==> src/rtl/irq_ctrl.sv <==
// Interrupt controller: synchronised sources with edge/level detect, masking and fixed priority,
// configured and acknowledged over the execute stage's special-register bus.
module irq_ctrl #(
    parameter int unsigned     N_SRC     = 8,
    parameter int unsigned     RW        = 16,
    parameter logic [RW-1:0]   BASE_ADDR = 16'h0200
) (
    input  logic             i_clk,
    input  logic             i_rst,
    input  logic [N_SRC-1:0] i_src,
    input  logic [RW-1:0]    sr_bus_addr,
    input  logic [RW-1:0]    sr_bus_data_i,
    input  logic             sr_bus_we,
    output logic [RW-1:0]    sr_bus_data_o,
    output logic             o_irq,
    input  logic             i_irq_taken,
    output logic [3:0]       o_active_id
);

    localparam logic [RW-1:0] ADDR_PEND = BASE_ADDR;
    localparam logic [RW-1:0] ADDR_MASK = BASE_ADDR + RW'(1);
    localparam logic [RW-1:0] ADDR_EDGE = BASE_ADDR + RW'(2);
    localparam logic [RW-1:0] ADDR_VEC  = BASE_ADDR + RW'(3);
    localparam logic [RW-1:0] ADDR_RAW  = BASE_ADDR + RW'(4);

    typedef enum logic [1:0] {StIdle, StReq, StService} state_e;

    state_e             state_q, state_d;
    logic [N_SRC-1:0]   s1_q, s2_q, s3_q;
    logic [N_SRC-1:0]   pending_q, pending_d;
    logic [N_SRC-1:0]   mask_q, mask_d;
    logic [N_SRC-1:0]   edge_q, edge_d;
    logic [3:0]         active_id_q, active_id_d;
    logic               isv_q, isv_d;

    logic [N_SRC-1:0]   req, edge_set, w1c, take_clr, wdata;
    logic [3:0]         winner;
    logic               take;
    logic               we_pend, we_mask, we_edge, we_vec;
    logic               unused_wdata;

    assign wdata        = sr_bus_data_i[N_SRC-1:0];
    assign unused_wdata = ^sr_bus_data_i[RW-1:N_SRC];

    assign we_pend = sr_bus_we && (sr_bus_addr == ADDR_PEND);
    assign we_mask = sr_bus_we && (sr_bus_addr == ADDR_MASK);
    assign we_edge = sr_bus_we && (sr_bus_addr == ADDR_EDGE);
    assign we_vec  = sr_bus_we && (sr_bus_addr == ADDR_VEC);

    assign req = pending_q & mask_q;

    // Lowest index wins.
    always_comb begin
        winner = '0;
        for (int i = N_SRC - 1; i >= 0; i--) begin
            if (req[i]) winner = 4'(i);
        end
    end

    always_comb begin
        state_d     = state_q;
        active_id_d = active_id_q;
        isv_d       = isv_q;
        take        = 1'b0;
        unique case (state_q)
            StIdle: begin
                if (|req) state_d = StReq;
            end
            StReq: begin
                if (~|req) begin
                    state_d = StIdle;
                end else if (i_irq_taken) begin
                    take        = 1'b1;
                    active_id_d = winner;
                    isv_d       = 1'b1;
                    state_d     = StService;
                end
            end
            StService: begin
                if (we_vec) begin
                    state_d     = StIdle;
                    isv_d       = 1'b0;
                    active_id_d = '0;
                end
            end
            default: state_d = StIdle;
        endcase
    end

    // A fresh edge beats both the W1C and the acknowledge clear in the same cycle.
    always_comb begin
        edge_set = edge_q & s2_q & ~s3_q;
        w1c      = we_pend ? wdata : '0;
        for (int i = 0; i < N_SRC; i++) begin
            take_clr[i] = take && (winner == 4'(i));
        end
        pending_d = (edge_q & (edge_set | (pending_q & ~w1c & ~take_clr))) | (~edge_q & s2_q);
        mask_d    = we_mask ? wdata : mask_q;
        edge_d    = we_edge ? wdata : edge_q;
    end

    always_ff @(posedge i_clk) begin
        if (i_rst) begin
            s1_q        <= '0;
            s2_q        <= '0;
            s3_q        <= '0;
            pending_q   <= '0;
            mask_q      <= '0;
            edge_q      <= '0;
            active_id_q <= '0;
            isv_q       <= 1'b0;
            state_q     <= StIdle;
        end else begin
            s1_q        <= i_src;
            s2_q        <= s1_q;
            s3_q        <= s2_q;
            pending_q   <= pending_d;
            mask_q      <= mask_d;
            edge_q      <= edge_d;
            active_id_q <= active_id_d;
            isv_q       <= isv_d;
            state_q     <= state_d;
        end
    end

    always_comb begin
        sr_bus_data_o = '0;
        case (sr_bus_addr)
            ADDR_PEND: sr_bus_data_o[N_SRC-1:0] = pending_q;
            ADDR_MASK: sr_bus_data_o[N_SRC-1:0] = mask_q;
            ADDR_EDGE: sr_bus_data_o[N_SRC-1:0] = edge_q;
            ADDR_VEC: begin
                sr_bus_data_o[15]  = isv_q;
                sr_bus_data_o[3:0] = active_id_q;
            end
            ADDR_RAW:  sr_bus_data_o[N_SRC-1:0] = s2_q;
            default:   sr_bus_data_o = '0;
        endcase
    end

    assign o_irq       = (state_q == StReq);
    assign o_active_id = active_id_q;

endmodule

==> config.mk <==
export PLATFORM = sky130hd
export DESIGN_NAME = irq_ctrl
export DESIGN_NICKNAME = d
export VERILOG_FILES = /design/src/rtl/irq_ctrl.sv
export SDC_FILE = /design/constraint.sdc
export NUM_CORES = 1
export LEC_CHECK = 0
export BUFFER_PORTS_ARGS = -buffer_cell sky130_fd_sc_hd__buf_2
export CAP_MARGIN = 20
export CORE_ASPECT_RATIO = 0.9
export CORE_MARGIN = 3
export CORE_UTILIZATION = 54
export CTS_BUF_LIST = sky130_fd_sc_hd__clkbuf_2
export DETAILED_ROUTE_END_ITERATION = 6
export PLACE_DENSITY = 0.87
export SYNTH_ARGS = -nofsm -noshare
export SYNTH_HDL_FRONTEND = slang
export SYNTH_SLANG_ARGS = --single-unit
==> constraint.sdc <==
create_clock -name i_clk -period 2 [get_ports i_clk]
set_input_delay 0.2 -clock i_clk [delete_from_list [all_inputs] [get_ports i_clk]]
set_output_delay 0.2 -clock i_clk [all_outputs]
set_load 0.01 [all_outputs]
Word level (Yosys, flattened, before mapping)
Cells that the tools add are included.

storage, ports and cells
  flip-flop bits (word level) = 55
  bits in latches = 0
  memory bits (writable) = 0
  memory bits (read-only) = 0
  bits of input ports = 44
  output and inout port bits = 21
  memories kept = 0

operators by class
  $add $sub $neg = 0
  multiply operators = 0
  div/mod/pow operators = 0
  magnitude comparators = 0
  equal/unequal tests = 19
  shift operators = 0
  muxes and demuxes = 28
  bitwise gates (word level) = 13
  reductions and logical operators = 18

operators with widths
  operator                                                           number
  16-bit by 10-bit == test with 1-bit output, second input constant  5
  8-bit AND                                                          7
  4-bit 2-to-1 mux                                                   10
  8-bit inverter                                                     4
  4-bit case mux with 5 select lines                                 1
  4-bit by 3-bit == test with 1-bit output, second input constant    4
  8-bit bitwise OR                                                   2
  4-bit case mux with 4 select lines                                 1
  1-bit logical AND                                                  12
  4-bit by 2-bit == test with 1-bit output, second input constant    2
  2-bit 2-to-1 mux                                                   4
  8-bit 2-to-1 mux                                                   1
  4-bit case mux with 2 select lines                                 1
  8-bit OR reduction                                                 1
  1-bit 2-to-1 mux                                                   7
  2-bit case mux with 3 select lines                                 1
  4-bit by 1-bit == test with 1-bit output, second input constant    1
  4-bit zero test                                                    1
  2-bit by 1-bit != test with 1-bit output, second input constant    2
  2-bit != test, second input constant                               2
  4-bit AND reduction                                                1
  3-bit 2-to-1 mux                                                   1
  3-bit != test, second input constant                               1
  3-bit AND reduction                                                1
  other kinds (5)                                                    5

Logic depth before layout (Yosys ltp)
Gate-level depths: netlist of the first run.

  depth after elaboration = 16
  depth in mapped cells = 6
  depth with buffers taken out = 5

Worst setup path after synthesis of the first run
OpenSTA, ideal clock, no wires.

  kind = input -> output
  start = input sr_bus_addr[5]
  end = output sr_bus_data_o[0]
  arrival time = 1.504 ns
  required time = 1.800 ns
  path slack = 0.296 ns
  stages on the path = 4
  path buffers = 0
  path through = nor4_2 nand2b_1 or4_1 o211ai_1

between the ends
  cells in the longest elaborated chain, start to end = 2
  elaborated cells on any way between the ends = 6
  those cells by class = eq/ne (5); mux (1)

ends and longest elaborated chain
  element                                     line  text
  start, declared                             11    input logic [RW-1:0] sr_bus_addr,
  16-bit by 10-bit == test with 1-bit output  128   case (sr_bus_addr)
  4-bit case mux with 5 select lines *        128
  end, declared                               14    output logic [RW-1:0] sr_bus_data_o,

Mark *: on every way between the ends. The rest lies on a longest branch, timed or not.

Worst setup path after layout of the first run
  start = input sr_bus_addr[6]
  end = output sr_bus_data_o[0]

Same word-level chain as after synthesis.

==> flow_summary.yaml, run 1 <==
status:
  status: "finished clean"
timing:
  clock-skew-final_ns: 0.0309
  whs_ns: 0.313
  setup_tns_ns: 0
  finalCritPeriodShare_pct: 98.0
  period_needed_ns: 1.96
  tightest_slew_ns: 0.534
  finalHoldViolations: 0
  slew_headroom_pct: 63.5
  slew_violations: 0
  timing.final.ws_setup_ns: 0.0391
  setup_viol: 0
  clock.fmax_ghz: 0.510
synthesis:
  synth-seq-cells: 54
  ys_seq_area_share_pct: 43.5
  syn_area_sq_mm: 0.00249
  yosysTopAreaCell: "dfxtp_1"
  async_flop_share_pct: 0
  synth_cell_types: 48
  synth_area_per_cell_sq_um: 9.38
  synth_top_area_share_pct: 43.5
  post-synth-top-count-cell: "dfxtp_1"
  synth-edff-count: 0
  syn_inst: 265
  synth_warnings: 0
  yosys-top-cells-count: "dfxtp_1 (54), nand2_1 (33), nor2b_1 (26), nor2_1 (24), mux2i_1 (23)"
  ys.flop_type: "dfxtp_1"
  synth.area.top_cells: "dfxtp_1 (43%), mux2i_1 (9.3%), nor2b_1 (6.5%)"
route:
  drt-vias-per-instance: 5.66
  drc: 0
  dr.pass1.iters: 5
  drt_iter0_markers: 215
  num_vias: 2279
  ant_nets: 0
  wl_per_cell_um: 14.9
  wl_mm: 5.99
critical_path:
  max_stage_delay_ns: 0.53
  r2r-end: "pending_q[6]"
  reg2regPathDepth: 5
  crit_type: "in -> out"
  cp-start-kind: "input port"
  crit_path_end_kind: "primary output"
  regToRegStartpoint: "pending_q[1]"
  crit_chain: "buf_6 > nor4_4 > nand2b_1 > or4_4 > o211ai_1 > buf_2"
  worstPathMaxFanout: 4
  cp_slowest_cell: "or4_4"
  worstPathArrival_ns: 1.76
  ff2ff_setup_slack_ns: 0.27
  critPathRequiredTime_ns: 1.80
floorplan:
  rows: 22
  dieWidth_um: 77.5
  dieArea_sq_mm: 0.00546
  start_util_pct: 58.3
  fp.coreArea_sq_mm: 0.00427
  die_h_um: 70.4
  ios: 65
finish:
  drive_gt1_share_pct: 25.9
  finalNetCount: 386
  diodes: 0
  fin_util_pct: 74.1
  area_delta_synth_final_pct: 27.1
  fill_cells: 315
  fin_area_sq_mm: 0.00316
grt:
  gr-total-overflow: 0
  grt_max_degree: 32
  grt_usage_pct: 21.8
  antenna_found_initial: 0
  grt_pass1_vias: 2089
  grt_first_pass_wirelength_mm: 9.47
clocking:
  clk_pin_slew_worst_paths_ns: 0.25
  cts_buffers: 5
  insertion_delay_ns: 0.45
  cts.sink_count: 54
  ctsHtreeMaxLevel: 2
  cts_root_buffer: "clkbuf_2"
  cts_tree: "yes"
  cts_buffer_depth: 2
run:
  maxCapViolations: 0
power:
  p_leak_nw: 1.24
  power-per-cell-area_mw_per_mm2: 581
  vdd_drop_max_mv: 0.465
worst_hold_path:
  hp-start: "sr_bus_addr[8]"
  hold_end: "state_q[1]"
  hold_depth: 5
  min_path_type: "in -> reg"
placed_design:
  dpl-instance-area_sq_mm: 0.00282
  dp_slack_ns: -0.0461
  hpwl_mm: 4.18
  gp_congestion: 0.960
  port_buffers: 48
stage by stage:
| step | power, mW | instances |
|---|---|---|
| 3_3_place_gp | 1.25 | 373 |
| 6_report | 1.84 | 403 |
| 2_1_floorplan | 1.21 | 272 |
| 4_1_cts | 1.83 | 398 |
| 5_1_grt | 1.90 | 403 |
| 3_5_place_dp | 1.25 | 373 |
cell usage in the layout (no fill, tap or decap), types with 2 or more instances in the layout:
cell type and instances:
nand3_1 3, a32o_1 2, nand2b_1 7, dfxtp_2 2, buf_4 15, a211oi_1 4, o32ai_1 2, o21ai_0 2
nor4_4 4, a221o_1 6, dlygate4sd3_1 18, nand2_1 32, o21ai_1 2, a311oi_1 3, buf_2 46, nand2_2 2
clkbuf_2 5, o211ai_1 2, mux2i_1 23, nor3_1 4, a21oi_1 4, dfxtp_1 52, buf_6 2, a22oi_1 4
a22o_1 8, conb_1 8, nand4_1 4, nor2_1 24, nor2b_1 26
layer usage:
layer / vias up / wire, um / track usage [%]
li1: 1094 / - / -
met2: 116 / 2750 / 34.0
met1: 1049 / 2590 / 29.5
met3: 20 / 515 / 5.03
met4: 0 / 138 / 8.10
met5: - / 0 / 0
worst max path at each step:
stage                         start               end  slack [ns]  cells after the start
detailed placement   sr_bus_addr[5]  sr_bus_data_o[0]       -0.05                      6
floorplan            sr_bus_addr[5]  sr_bus_data_o[0]        0.30                      4
global route         sr_bus_addr[8]  sr_bus_data_o[6]      -0.007                      7
global placement     sr_bus_addr[5]  sr_bus_data_o[1]        0.03                      6
finish               sr_bus_addr[6]  sr_bus_data_o[0]        0.04                      6
CTS                 sr_bus_addr[13]  sr_bus_data_o[0]      -0.001                      6
flip-flops by register name, indices dropped and copies added (netlist names):
| register | flops |
|---|---|
| edge_q | 8 |
| mask_q | 8 |
| pending_q | 8 |
| s1_q | 8 |
| s2_q | 8 |
| s3_q | 8 |
| o_active_id | 3 |
| state_q | 2 |
| isv_q | 1 |
logic make-up (layout without fill, tap and decap cells):
family	count (synthesis)	count (layout)	synth area share [%]
compound gates	43	43	13.8
buf+inv	20	91	4.53
flops	54	54	43.5
mux	24	24	9.71
other cells	1	8	0.151
simple gates	123	123	28.3
where the power goes:
group / leakage (nW) / total, mW / internal, mW / switching, mW
Clock: 0.0410 / 0.560 / 0.212 / 0.348
Combinational: 0.760 / 0.161 / 0.0836 / 0.0769
Sequential: 0.441 / 1.11 / 1.10 / 0.0112
Total: 1.24 / 1.84 / 1.40 / 0.436
critical path, delay by kind of cell:
| kind | cells | cell delay [ns] |
|---|---|---|
| compound gates | 1 | 0.24 |
| buf+inv | 2 | 0.28 |
| simple gates | 3 | 1.04 |
area by class of cell:
type	instances	area (sq um)	share of cell area (%)
multi-input combinational	198	1370	43.2
clock buffer	5	25.0	0.792
sequential	54	1080	34.3
clock inverter	3	42.5	1.35
timing repair buffer	82	566	17.9
tap	60	75.1	2.38
inverter	1	3.75	0.119
timing repair:
action | in CTS | in global routing
setup endpoints to repair | 2 | 8
resized for setup | 1 | 11
endpoints found under the hold margin | 21 | 1
hold buffers | 17 | 1
pin swaps | 0 | 3
buffers inserted | 0 | 4
Power figures use the tool's default switching activity.
==> run 2, diff against run 1 <==
--- a/config.mk
+++ b/config.mk
@@ -9,10 +9,11 @@
 export CAP_MARGIN = 20
 export CORE_ASPECT_RATIO = 0.9
 export CORE_MARGIN = 3
-export CORE_UTILIZATION = 54
+export CORE_UTILIZATION = 32
 export CTS_BUF_LIST = sky130_fd_sc_hd__clkbuf_2
 export DETAILED_ROUTE_END_ITERATION = 6
-export PLACE_DENSITY = 0.87
+export GPL_TIMING_DRIVEN = 1
+export PLACE_DENSITY = 0.59
 export SYNTH_ARGS = -nofsm -noshare
 export SYNTH_HDL_FRONTEND = slang
 export SYNTH_SLANG_ARGS = --single-unit
==> flow_summary.yaml, run 2 (synthesized netlist as in run 1, its figures left out) <==
timing:
  slew_violations: 0
  clock.fmax_ghz: 0.521
  setup_viol: 0
  clock-skew-final_ns: 0.0148
  whs_ns: 0.113
  rsz0062_at_grt: "true"
  finalCritPeriodShare_pct: 96.0
  period_needed_ns: 1.92
  finalHoldViolations: 0
floorplan:
  fp.coreArea_sq_mm: 0.00729
  ios: 65
  die_h_um: 89.6
  rows: 29
  start_util_pct: 34.1
  dieArea_sq_mm: 0.00886
  dieWidth_um: 98.9
critical_path:
  regToRegStartpoint: "pending_q[5]"
  crit_chain: "buf_6 > nor4b_4 > buf_4 > nand3b_1 > or2_4 > nor3_2 > a221o_1 > buf_2"
  r2r-end: "o_active_id[0]"
  ff2ff_setup_slack_ns: 0.42
  worstPathMaxFanout: 6
  max_stage_delay_ns: 0.40
  cp-start-kind: "input port"
  worstPathArrival_ns: 1.72
  cp_slowest_cell: "or2_4"
  reg2regPathDepth: 5
  crit_path_end_kind: "primary output"
  critPathRequiredTime_ns: 1.80
  crit_type: "in -> out"
clocking:
  cts_root_buffer: "clkbuf_2"
  cts_buffers: 5
  cts.sink_count: 54
  cts_buffer_depth: 2
  cts_tree: "yes"
  insertion_delay_ns: 0.44
  clk_pin_slew_worst_paths_ns: 0.27
  ctsHtreeMaxLevel: 2
grt:
  grt_first_pass_wirelength_mm: 10.0
  grt_max_degree: 33
  grt_usage_pct: 14.3
  gr-total-overflow: 0
  grt_pass1_vias: 2019
  antenna_found_initial: 0
route:
  drc: 0
  drt-vias-per-instance: 4.96
  dr.pass1.iters: 4
  num_vias: 2188
  wl_mm: 6.23
  ant_nets: 0
  drt_iter0_markers: 120
  wl_per_cell_um: 14.1
finish:
  drive_gt1_share_pct: 28.7
  final_cell_mix: "dfxtp_1 (53), buf_2 (46), nand2_1 (33), nor2b_1 (26)"
  seqCellArea_sq_mm: 0.00108
  multi_input_area_sq_mm: 0.00141
  fill_cells: 716
  diodes: 0
  finalNetCount: 391
  fin_cells: 441
  area_delta_synth_final_pct: 32.0
  mostFrequentLayoutCell: "dfxtp_1"
placed_design:
  port_buffers: 48
  dp.cells: 413
  gp_congestion: 0.844
  hpwl_mm: 4.65
worst_hold_path:
  min_path_type: "in -> reg"
  hold_end: "mask_q[4]"
  hp-start: "i_rst"
  hold_depth: 2
power:
  power_mw: 1.83
  vdd_drop_max_mv: 0.308
  power-per-cell-area_mw_per_mm2: 559
  p_leak_nw: 1.29
status:
  status: "finished clean"
run:
  maxCapViolations: 0
[run 2: power breakdown]
part | internal (mW) | switching, mW | total (mW)
Sequential | 1.10 | 0.0111 | 1.11
Combinational | 0.0861 | 0.0801 | 0.166
Clock | 0.212 | 0.342 | 0.554
Total | 1.40 | 0.433 | 1.83
[run 2: what timing repair did]
action                                  CTS  global route
endpoints found under the hold margin    20             2
buffers inserted                          1             2
hold buffers                             16             1
pin swaps                                 1             8
gates resized for setup                   2            18
endpoints found under the setup margin    7             8
[run 2: stage by stage]
| stage | worst slack (ns) | utilization, % | setup TNS [ns] | instance area (sq um) |
|---|---|---|---|---|
| 2_1_floorplan | 0.296 | - | 0 | 2510 |
| 3_3_place_gp | -0.0316 | 40.0 | -0.121 | 2920 |
| 3_5_place_dp | -0.0677 | 40.0 | -0.267 | 2920 |
| 4_1_cts | 0.00779 | 43.2 | 0 | 3150 |
| 5_1_grt | -0.0256 | 45.0 | -0.0969 | 3280 |
| 6_report | 0.0803 | 45.0 | 0 | 3280 |
[run 2: final cells by class]
cell class	instances	share of cell area, %
inverters	1	0.114
well taps	93	3.55
clock inverters	3	1.30
flip-flops and latches	54	33.0
multi-input cells	198	43.0
repair buffers	87	18.3
clock buffers	5	0.763
[run 2: critical path: cells and delay by family]
kind	cells	cell delay, ns
AO/OA/AOI/OAI	1	0.14
buffers and inverters	3	0.38
AND/OR/NAND/NOR	4	1.00
[run 2: how the worst max path moves through the flow]
stage,from,slack [ns],end
4_1_cts,sr_bus_addr[5],0.008,sr_bus_data_o[1]
3_3_place_gp,sr_bus_addr[5],-0.03,sr_bus_data_o[6]
3_5_place_dp,sr_bus_addr[8],-0.07,sr_bus_data_o[7]
5_1_grt,sr_bus_addr[10],-0.03,sr_bus_data_o[4]
2_1_floorplan,sr_bus_addr[5],0.30,sr_bus_data_o[0]
6_report,sr_bus_addr[10],0.08,sr_bus_data_o[6]
[run 2: routing by layer]
| layer | vias up | GRT usage [%] | share of wire [%] |
|---|---|---|---|
| met1 | 1032 | 19.6 | 50 |
| met5 | - | 0 | 0 |
| met2 | 46 | 22.9 | 45 |
| met3 | 7 | 3.17 | 4.4 |
| li1 | 1103 | - | - |
| met4 | 0 | 3.72 | 1.0 |
==> run 3, diff against run 2 <==
--- a/config.mk
+++ b/config.mk
@@ -5,14 +5,16 @@
 export SDC_FILE = /design/constraint.sdc
 export NUM_CORES = 1
 export LEC_CHECK = 0
+export ABC_AREA = 1
 export BUFFER_PORTS_ARGS = -buffer_cell sky130_fd_sc_hd__buf_2
 export CAP_MARGIN = 20
 export CORE_ASPECT_RATIO = 0.9
 export CORE_MARGIN = 3
 export CORE_UTILIZATION = 32
-export CTS_BUF_LIST = sky130_fd_sc_hd__clkbuf_2
+export CTS_BUF_LIST = sky130_fd_sc_hd__clkbuf_4 sky130_fd_sc_hd__clkbuf_8
 export DETAILED_ROUTE_END_ITERATION = 6
 export GPL_TIMING_DRIVEN = 1
+export MAX_ROUTING_LAYER = met4
 export PLACE_DENSITY = 0.59
 export SYNTH_ARGS = -nofsm -noshare
 export SYNTH_HDL_FRONTEND = slang
==> flow_summary.yaml, run 3 <==
critical_path:
  crit_path_end_kind: "primary output"
  crit_chain: "buf_2 > nor2_1 > nand3_1 > nor2_4 > nand3_2 > o22ai_1 > inv_1 > nand3b_1 > buf_2"
  cp_slowest_cell: "nor2_4"
  cp-start-kind: "input port"
  ff2ff_setup_slack_ns: 0.47
  crit_type: "in -> out"
  reg2regPathDepth: 8
  crit_top_cell: "buf_2"
  r2r-end: "pending_q[5]"
  critPathRequiredTime_ns: 1.80
  max_stage_delay_ns: 0.27
  worstPathMaxFanout: 8
  worstPathArrival_ns: 1.57
  regToRegStartpoint: "pending_q[0]"
run:
  maxCapViolations: 0
finish:
  finalNetCount: 473
  mostFrequentLayoutCell: "nand2_1"
  final_cell_mix: "nand2_1 (98), inv_1 (54), dfxtp_1 (54), buf_2 (48), nor2_1 (43)"
  fill_cells: 829
  drive_gt1_share_pct: 19.6
  diodes: 0
  area_delta_synth_final_pct: 16.2
  seqCellArea_sq_mm: 0.00108
  multi_input_area_sq_mm: 0.00124
floorplan:
  start_util_pct: 33.8
  ios: 65
  die_h_um: 91.9
  dieWidth_um: 101
  dieArea_sq_mm: 0.00932
  fp.coreArea_sq_mm: 0.00777
  rows: 30
timing:
  rsz0062_at_grt: "false"
  clock-skew-final_ns: 0.00963
  clock.fmax_ghz: 0.565
  setup_tns_ns: 0
  timing.final.ws_setup_ns: 0.229
  period_needed_ns: 1.77
  tightest_slew_ns: 0.506
  setup_viol: 0
  slew_headroom_pct: 66.0
  slew_violations: 0
  finalCritPeriodShare_pct: 88.5
  whs_ns: 0.0878
  finalHoldViolations: 0
power:
  p_leak_nw: 1.31
  vdd_drop_max_mv: 0.381
  power_mw: 1.82
  power-per-cell-area_mw_per_mm2: 597
status:
  status: "finished clean"
clocking:
  post_cts_resized: 0
  cts.hold.buffers_added: 0
  insertion_delay_ns: 0.30
  cts_buffers: 5
  cts_tree: "yes"
  cts.sink_count: 54
  cts_buffer_depth: 2
  cts_root_buffer: "clkbuf_8"
  ctsHtreeMaxLevel: 2
  cts_setup_buffers: 0
  clk_pin_slew_worst_paths_ns: 0.10
grt:
  grt_max_degree: 23
  gr-total-overflow: 0
  grt_usage_pct: 15.4
  antenna_found_initial: 0
  grt_first_pass_wirelength_mm: 11.1
  grt_pass1_vias: 2338
route:
  dr.pass1.iters: 4
  top_layer: "met4"
  num_vias: 2464
  drc: 0
  drt-met1-wl_mm: 3.17
  wl_per_cell_um: 12.7
  ant_nets: 0
  wl_mm: 6.67
  drt_iter0_markers: 78
  dr_wl_met3_um: 496
  dr_wl_met2_mm: 2.96
  drt-vias-per-instance: 4.69
synthesis:
  async_flop_share_pct: 0
  synth_cell_types: 30
  syn_inst: 376
  synth.area.top_cells: "dfxtp_1 (41%), nand2_1 (14%), inv_1 (7.7%)"
  ys.flop_type: "dfxtp_1"
  yosys-top-cells-count: "nand2_1 (98), dfxtp_1 (54), inv_1 (54), nor2_1 (43), nand3_1 (31)"
  post-synth-top-count-cell: "nand2_1"
  synth_top_area_share_pct: 41.2
  synth-edff-count: 0
  synth-seq-cells: 54
  synth_area_per_cell_sq_um: 6.98
  yosysTopAreaCell: "dfxtp_1"
  syn_area_sq_mm: 0.00262
  ys_seq_area_share_pct: 41.2
  synth_warnings: 0
placed_design:
  gp_congestion: 0.830
  dp_slack_ns: 0.218
  hpwl_mm: 5.03
  port_buffers: 48
worst_hold_path:
  hold_depth: 3
  hp-start: "i_src[3]"
  hold_end: "s1_q[3]"
  min_path_type: "in -> reg"
[run 3: cells by family after synthesis]
logic type / Yosys count / share of synthesized area [%]
compound gates: 38 / 8.39
flops: 54 / 41.2
other cells: 1 / 0.143
buf+inv: 75 / 12.5
simple gates: 208 / 37.7
[run 3: worst max-delay path by stage]
stage          depth (start not counted)            start                to  slack [ns]
2_1_floorplan                          8  sr_bus_addr[11]  sr_bus_data_o[0]        0.68
3_3_place_gp                           9  sr_bus_addr[15]  sr_bus_data_o[0]        0.26
3_5_place_dp                           9  sr_bus_addr[11]  sr_bus_data_o[0]        0.22
4_1_cts                                9  sr_bus_addr[11]  sr_bus_data_o[0]        0.21
5_1_grt                                9   sr_bus_addr[7]  sr_bus_data_o[1]        0.07
6_report                               9  sr_bus_addr[11]  sr_bus_data_o[0]        0.23
[run 3: final cells by class]
cell class / instances / share of cell area [%]
clock buffer: 5 / 2.26
clock inverter: 2 / 0.452
inverter: 57 / 7.10
multi-input combinational: 254 / 40.7
sequential: 54 / 35.5
tap: 96 / 3.94
timing repair buffer: 57 / 10.1
[run 3: worst max-delay path: cells and delay by family]
family / cells / cell delay, ns
AND/OR/NAND/NOR: 5 / 0.87
AO/OA/AOI/OAI: 1 / 0.22
buffers and inverters: 3 / 0.30
[run 3: through the flow]
step	std cells	util, %	area [sq um]
final	525	39.2	3050
after global routing	525	39.2	3050
after CTS	525	39.2	3050
after detailed placement	518	38.2	2970
after global placement	518	38.2	2970
after floorplan	383	-	2650
[run 3: report_power, final]
group	leakage, nW	switching [mW]	total [mW]	internal (mW)
Sequential	0.440	0.0101	1.11	1.10
Clock	0.0444	0.347	0.590	0.243
Combinational	0.828	0.0793	0.123	0.0433
Total	1.31	0.436	1.82	1.38
[run 3: per-layer routing]
metal  vias up  global-route usage [%]
met4         0                    2.55
li1       1287                       -
met3         7                    2.97
met5         -                       -
met1      1091                    20.7
met2        79                    24.3
